[src/rtl/etapa_fetch_if.sv]
// Bundle between the IF stage and its surroundings:
// the instruction-memory read port, hazard/redirect controls and the IF/ID outputs.
interface etapa_fetch_if #(
  parameter int NBITS = 32
);
  // Instruction memory: address out, read data back one cycle later
  logic [NBITS-1:0] pc;
  logic [NBITS-1:0] instruction;
  // Hazard unit and branch/jump resolution in ID
  logic             stall;
  logic             redirect;
  logic [NBITS-1:0] redirect_target;
  // IF/ID pipeline register contents
  logic [NBITS-1:0] ifid_instruction;
  logic [NBITS-1:0] ifid_pc_plus4;
  logic             ifid_valid;
  logic             halt;

  // Fetch-stage view
  modport master (
    output pc,
    input  instruction,
    input  stall,
    input  redirect,
    input  redirect_target,
    output ifid_instruction,
    output ifid_pc_plus4,
    output ifid_valid,
    output halt
  );

  // Memory / control / decode view
  modport slave (
    input  pc,
    output instruction,
    output stall,
    output redirect,
    output redirect_target,
    input  ifid_instruction,
    input  ifid_pc_plus4,
    input  ifid_valid,
    input  halt
  );
endinterface

[src/rtl/etapa_fetch.sv]
// MIPS IF stage: owns the PC, addresses a 1-cycle synchronous instruction
// memory, pairs each returned word with its PC+4 in the IF/ID register, and
// handles stall replay, redirect flush and a sticky HALT.
module etapa_fetch #(
  parameter int               NBITS     = 32,
  parameter logic [NBITS-1:0] RESET_PC  = '0,
  parameter logic [NBITS-1:0] HALT_CODE = '1
) (
  input  logic                  i_clk,
  input  logic                  i_rst_n,
  etapa_fetch_if.master         io_fetch
);

  localparam logic [NBITS-1:0] PC_STEP = NBITS'(4);

  // Next address to request, and the address/validity of the word currently
  // arriving on the memory read-data bus.
  logic [NBITS-1:0] r_pc;
  logic [NBITS-1:0] r_req_pc;
  logic             r_req_valid;
  // IF/ID register and sticky halt
  logic [NBITS-1:0] r_ifid_instr;
  logic [NBITS-1:0] r_ifid_pc4;
  logic             r_ifid_valid;
  logic             r_halt;

  logic [NBITS-1:0] w_fetch_pc;
  logic             w_halt_hit;

  // A real word equal to HALT_CODE is about to enter IF/ID
  assign w_halt_hit = r_req_valid && (io_fetch.instruction == HALT_CODE);

  // Memory address: a plain stall re-reads the pending word so it is not lost;
  // a redirect wins over a stall; once halted the address stays put.
  always_comb begin
    w_fetch_pc = r_pc;
    if (!i_rst_n) begin
      w_fetch_pc = RESET_PC;
    end else if (r_halt) begin
      w_fetch_pc = r_pc;
    end else if (io_fetch.stall && !io_fetch.redirect) begin
      w_fetch_pc = r_req_pc;
    end
  end

  // PC, pending request and IF/ID update: reset > halt > redirect > stall > advance
  always_ff @(posedge i_clk) begin
    if (!i_rst_n) begin
      r_pc         <= RESET_PC;
      r_req_pc     <= RESET_PC;
      r_req_valid  <= 1'b0;
      r_ifid_instr <= '0;
      r_ifid_pc4   <= '0;
      r_ifid_valid <= 1'b0;
      r_halt       <= 1'b0;
    end else if (r_halt) begin
      r_ifid_instr <= '0;
      r_ifid_valid <= 1'b0;
    end else if (io_fetch.redirect) begin
      r_pc         <= io_fetch.redirect_target;
      r_req_valid  <= 1'b0;
      r_ifid_instr <= '0;
      r_ifid_valid <= 1'b0;
    end else if (!io_fetch.stall) begin
      r_ifid_instr <= r_req_valid ? io_fetch.instruction : '0;
      r_ifid_pc4   <= r_req_pc + PC_STEP;
      r_ifid_valid <= r_req_valid;
      r_req_pc     <= r_pc;
      r_req_valid  <= 1'b1;
      r_pc         <= r_pc + PC_STEP;
      if (w_halt_hit) begin
        r_halt <= 1'b1;
      end
    end
  end

  assign io_fetch.pc               = w_fetch_pc;
  assign io_fetch.ifid_instruction = r_ifid_instr;
  assign io_fetch.ifid_pc_plus4    = r_ifid_pc4;
  assign io_fetch.ifid_valid       = r_ifid_valid;
  assign io_fetch.halt             = r_halt;

endmodule

[src/flat_wrapper.sv]
// flat-port wrapper written by rule: the top's interface ports become plain ports
module etapa_fetch_flat 
#(
  parameter int               NBITS     = 32,
  parameter logic [NBITS-1:0] RESET_PC  = '0,
  parameter logic [NBITS-1:0] HALT_CODE = '1
)
  (i_clk, i_rst_n, io_fetch_pc, io_fetch_instruction, io_fetch_stall, io_fetch_redirect, io_fetch_redirect_target, io_fetch_ifid_instruction, io_fetch_ifid_pc_plus4, io_fetch_ifid_valid, io_fetch_halt);
  etapa_fetch_if #(.NBITS(NBITS)) io_fetch_i ();
  input  logic i_clk;
  input  logic i_rst_n;
  output wire logic [$bits(io_fetch_i.pc)-1:0] io_fetch_pc;
  input wire logic [$bits(io_fetch_i.instruction)-1:0] io_fetch_instruction;
  input wire logic [$bits(io_fetch_i.stall)-1:0] io_fetch_stall;
  input wire logic [$bits(io_fetch_i.redirect)-1:0] io_fetch_redirect;
  input wire logic [$bits(io_fetch_i.redirect_target)-1:0] io_fetch_redirect_target;
  output wire logic [$bits(io_fetch_i.ifid_instruction)-1:0] io_fetch_ifid_instruction;
  output wire logic [$bits(io_fetch_i.ifid_pc_plus4)-1:0] io_fetch_ifid_pc_plus4;
  output wire logic [$bits(io_fetch_i.ifid_valid)-1:0] io_fetch_ifid_valid;
  output wire logic [$bits(io_fetch_i.halt)-1:0] io_fetch_halt;
  assign io_fetch_pc = io_fetch_i.pc;
  assign io_fetch_i.instruction = io_fetch_instruction;
  assign io_fetch_i.stall = io_fetch_stall;
  assign io_fetch_i.redirect = io_fetch_redirect;
  assign io_fetch_i.redirect_target = io_fetch_redirect_target;
  assign io_fetch_ifid_instruction = io_fetch_i.ifid_instruction;
  assign io_fetch_ifid_pc_plus4 = io_fetch_i.ifid_pc_plus4;
  assign io_fetch_ifid_valid = io_fetch_i.ifid_valid;
  assign io_fetch_halt = io_fetch_i.halt;
  etapa_fetch #(.NBITS(NBITS), .RESET_PC(RESET_PC), .HALT_CODE(HALT_CODE)) u_core (.i_clk(i_clk), .i_rst_n(i_rst_n), .io_fetch(io_fetch_i));
endmodule
[config.mk]
export PLATFORM = sky130hd
export DESIGN_NAME = etapa_fetch_flat
export DESIGN_NICKNAME = d
export VERILOG_FILES = /design/src/rtl/etapa_fetch_if.sv /design/src/rtl/etapa_fetch.sv /design/src/flat_wrapper.sv
export SDC_FILE = /design/constraint.sdc
export NUM_CORES = 1
export LEC_CHECK = 0
export CAP_MARGIN = 30
export CORE_ASPECT_RATIO = 2
export CORE_UTILIZATION = 44
export DETAILED_ROUTE_END_ITERATION = 12
export PLACE_DENSITY = 0.76
export RECOVER_POWER = 100
export SLEW_MARGIN = 20
export SYNTH_ARGS = -nofsm -noshare
export SYNTH_HDL_FRONTEND = slang
export SYNTH_SLANG_ARGS = --single-unit
[constraint.sdc]
create_clock -name i_clk -period 2.1 [get_ports i_clk]
set_clock_uncertainty 0.15 [all_clocks]
set_input_delay 0.525 -clock i_clk [delete_from_list [all_inputs] [get_ports i_clk]]
set_output_delay 0.525 -clock i_clk [all_outputs]
set_load 0.005 [all_outputs]
Yosys cells after proc, flatten, opt, wreduce, memory -nomap -nowiden

Index checks and enable logic that the tools add are counted.

Bits in registers: 131
Input port bits: 68
Output and inout bits: 98
Word-level logic and storage cells: 33

Add/subtract/negate cells: 2
Equality and inequality tests: 2
Muxes and demuxes: 12
Bitwise logic cells: 4
Reduce and logical (&&, ||, !) cells: 6

Operators by type and width:

| operator                | number |
|---|---|
| $mux W32                | 6 |
| $add A32 B3 Y32 const B | 2 |
| $eq A32 B32 Y1 const B  | 1 |
| $mux W1                 | 6 |
| $not A1 Y1              | 4 |
| $reduce_and A3 Y1       | 1 |
| $reduce_or A3 Y1        | 1 |
| $logic_and A1 B1 Y1     | 2 |
| $ne A2 B1 Y1 const B    | 1 |
| $reduce_and A2 Y1       | 1 |
| $logic_not A1 Y1        | 1 |

Logic depth before layout (Yosys ltp)

Depth after elaboration: 6
Depth in mapped cells: 7
Depth with buffers taken out: 6

Worst setup path before layout

OpenSTA, ideal clock, no wires.

Kind: input-to-output
From: in io_fetch_stall
To: out io_fetch_pc[9]
Data arrival time: 1,558 ps
Data required time: 1,425 ps
Path slack: -133 ps
Cell stages on the path: 6
Path buffers: 2
Cell sequence: clkbuf_1 > nand2b_1 > nor2_1 > clkbuf_1 > nand2_1 > a21oi_1

Cells in the longest elaborated chain, start to end: 4

Ends and longest elaborated chain:

| what                | line               | source |
|---|---|---|
| from (decl)         | flat_wrapper.sv:14 | `input wire logic [$bits(io_fetch_i.stall)-1:0] io_fetch_stall;` |
| $logic_and A1 B1 Y1 | etapa_fetch.sv:41  | `end else if (io_fetch.stall && !io_fetch.redirect) begin` |
| $mux W32            | etapa_fetch.sv:41  |  |
| $mux W32            | etapa_fetch.sv:39  | `end else if (r_halt) begin` |
| $mux W32            | etapa_fetch.sv:37  | `if (!i_rst_n) begin` |
| to (decl)           | flat_wrapper.sv:12 | `output wire logic [$bits(io_fetch_i.pc)-1:0] io_fetch_pc;` |

Every way passes these cells.

Worst setup path after layout

From: reg u_core.r_halt, in the netlist u_core.io_fetch.halt
To: out io_fetch_pc[10]

Cells in the longest elaborated chain, start to end: 2

Ends and longest elaborated chain:

| what                   | line              | source |
|---|---|---|
| from (decl)            | etapa_fetch.sv:25 | `logic r_halt;` |
| from (signal assigned) | etapa_fetch.sv:55 | `r_halt <= 1'b0;` |
| from (signal assigned) | etapa_fetch.sv:72 | `r_halt <= 1'b1;` |
| $mux W32               | etapa_fetch.sv:39 |  |
| $mux W32               | etapa_fetch.sv:37 |  |

Every way passes these cells.

==> impl_results.md <==
* Initial antenna violation count at 0
* DP Area at 0.00878 sq mm
* Post-synth EDFFs at 0
* Mapped Avg Cell Area at 7.55 sq um
* Fillcell total at 1,062
* Max VDD drop at 0.593 mV
* Row Count at 61
* CTS max path bufs at 2
* Clock sinks at 131
* Worst Setup Start Kind: flop
* Synth Area in Adders at 0.401%
* Gate Count Post-Synth at 827
* Largest net degree at the start of global routing at 40
* Fin util at 71.0%
* Slew Viols, Final at 0
* Slowest CP cell: dfxtp_4
* Fin cells at 1,265
* Layout cell share with drive strength beyond 1 at 26.7%
* Fin crit period at 2290 ps
* Max cap viols at 0
* Required time of the critical path at 1420 ps
* Largest family of logic cells by synthesized area: simple AND/OR/NAND/NOR gates
* Vias/cell at 5.82
* Final worst path period share at 109%
* Chip height at 170 um
* CP endpoint kind: output pin
* Final HPWL DP at 14.8 mm
* Width of the die at 86.2 um
* Final setup violation count at 33
* Router iterations before antenna repair at 5
* Worst-path fanout max at 8
* Vias in the first global route at 7,435
* Htree depth at 4
* Complex-gate fraction of the synthesized area at 22.3%
* Post-Place Cells at 1,215
* Ys Warns at 0
* First-pass GRT wire length at 36.5 mm
* DR iter-0 viols at 565
* Placer Congestion at 0.918
* Post-synthesis sequential area ratio at 42.0%
* Mux share of post-synthesis cell area at 0.321%
* Nets at 1,133
* Inserted Diodes at 0
* DR WL/cell at 18.2 um
* Starting density of the core at 45.0%
* Worst-path clk slew at 60 ps
* Lkg Pwr at 3.74 nW
* Remaining antenna violation count after routing at 0
* Fmax at 436 MHz
* XOR/XNOR share of the synthesized area at 4.07%
* Ys flop type: dfxtp_1
* DRC viols at 0
* PnR worst setup slack at -194 ps
* Least-Margin Pin Slew at 501 ps
* Via count at 7,368
* Synth Area in Simple Gates at 26.1%
* I/O pin count at 166
* Largest stage delay, worst path at 360 ps
* Crit path DAT at 1620 ps
* Grt ovf at 0
* GRT Util Overall at 32.1%
* CTS tree: done
* Distinct cells, synth at 57
* CTS Buf Count at 17
* Detailed Route WL at 23.0 mm
* Post-route cell area at 0.00987 sq mm
* Slew margin rel. at 66.6%
* IO Port Bufs at 165
* Worst slack, placed at -931 ps
* Later-pin clock latency in the skew report at 420 ps
* Status: complete, but fails checks
* Crit-path most repeated cell: buf_6
* Hold Crit Class: flop to flop
* Worst path cell trace: nor2_4 > buf_6 > buf_12 > buf_6 > nand2_4 > a21oi_2 > buf_2
* Hold Violations, Final at 0
* Syn_nets at 897
* CP Class: flop to output pin
* Synthesis-stage register bit count at 131
* Root buffer cell: clkbuf_16
* CTS Hold Bufs at 0
* Core area at 0.0139 sq mm
* Die area at 0.0147 sq mm
* Async SR Flop Fraction at 0%
* Synthesis-to-layout area growth at 58.0%
* Unrepaired setup endpoints after global routing: true
* Failing checks: negative setup slack
* Syn Std Cell Area at 0.00624 sq mm
* PwrDens at 658 mW/mm^2
* Pwr Total at 0.00649 W
==> placed cells by master, fill, tap and decap left out, types with 7 or more instances in the layout <==
cell type / instances
clkdlybuf4s50_1: 130
dfxtp_1: 125
nand2_1: 122
buf_4: 94
a21oi_1: 79
nor2_1: 74
a22oi_1: 35
o21ai_0: 33
buf_2: 33
nand3_1: 28
nand2_2: 27
a21oi_2: 27
nand4_1: 26
nand2_4: 21
xor2_1: 21
clkbuf_16: 17
nor3_1: 14
a211oi_1: 14
buf_12: 11
and3_1: 9
xnor2_1: 8
buf_6: 7
==> cell type report <==
cell class | count | area, sq um | area share (%)
repair buffers | 286 | 2680 | 27.1
inverters | 8 | 30.0 | 0.304
clock buffers | 18 | 439 | 4.45
clock inverters | 14 | 129 | 1.31
well taps | 189 | 236 | 2.40
flip-flops and latches | 131 | 2630 | 26.7
multi-input cells | 619 | 3720 | 37.7
==> report_power, final <==
group / switching [W] / total [W] / internal, W
Clock: 0.00120 / 0.00286 / 0.00167
Sequential: 0.000102 / 0.00268 / 0.00258
Combinational: 0.000456 / 0.000946 / 0.000489
==> routing by layer <==
layer | vias up | share of wire (%) | track usage, %
met5 | - | 0 | 0
met4 | 0 | 7.3 | 26.5
met3 | 127 | 5.7 | 6.40
met2 | 387 | 52 | 57.3
met1 | 3450 | 34 | 31.0
li1 | 3404 | - | -
==> per-stage QoR <==
stage	hold slack, ps	setup TNS (ps)
2_1_floorplan	283	0
3_3_place_gp	296	-54910
3_5_place_dp	297	-59980
4_1_cts	305	-3770
5_1_grt	334	-5410
6_report	303	-4150
==> flip-flops by register name, summed over array words and instances (netlist names) <==
register and flops:
u_core.r_req_pc 32, u_core.io_fetch.ifid_pc_plus4 32, u_core.io_fetch.ifid_instruction 32, u_core.r_req_valid 1, u_core.io_fetch.halt 1, u_core.io_fetch.ifid_valid 1, u_core.r_pc 32
==> cells by family after synthesis <==
family,Yosys count
XOR/XNOR,29
adder cells (fa/ha/maj),2
buffers and inverters,77
AO/OA/AOI/OAI,229
AND/OR/NAND/NOR,357
flip-flops,131
multiplexers,2
==> critical path, delay by kind of cell, from the launching register on <==
| kind | cells | cell delay [ps] |
|---|---|---|
| buffers and inverters | 4 | 510 |
| and+or+nand+nor | 2 | 180 |
| AOI/OAI and AO/OA | 1 | 150 |
| DFF | 1 | 360 |
==> cells in the mapped netlist, types with 4 or more instances <==
cell type	instances	share of area [%]
o221ai_1	4	0.56
a311oi_1	6	0.84
dfxtp_1	131	42
a211oi_1	14	1.7
nor3_1	14	1.1
a31oi_1	6	0.60
buf_1	6	0.36
and3_1	9	0.90
inv_1	7	0.42
nand4_1	26	2.6
xnor2_1	8	1.1
o21ai_0	33	2.6
nand3_1	28	2.2
xor2_1	21	2.9
nor4_1	6	0.60
a22oi_1	35	4.2
buf_2	5	0.40
nand2b_1	4	0.40
nor2_1	75	4.5
nand2_1	170	10
a21oi_1	108	8.7
clkbuf_1	57	3.4
==> worst paths after layout <==
kind                                     from                                to  slack (ps)  cells after the start
max                      u_core.io_fetch.halt                   io_fetch_pc[10]        -190                      7
min          u_core.io_fetch.ifid_pc_plus4[0]  u_core.io_fetch.ifid_pc_plus4[0]         300                      2
max reg2reg                    u_core.r_pc[5]                   u_core.r_pc[25]          90                      6
min reg2reg  u_core.io_fetch.ifid_pc_plus4[0]  u_core.io_fetch.ifid_pc_plus4[0]         300                      2
==> what timing repair did <==
item | CTS | global route
setup buffers | 11 | 2
pin swaps | 39 | 16
hold endpoints to repair | 0 | 0
resized for setup | 228 | 32
endpoints found under the setup margin | 37 | 39
gates cloned | 7 | 0
(Power assumes the default switching activity.)
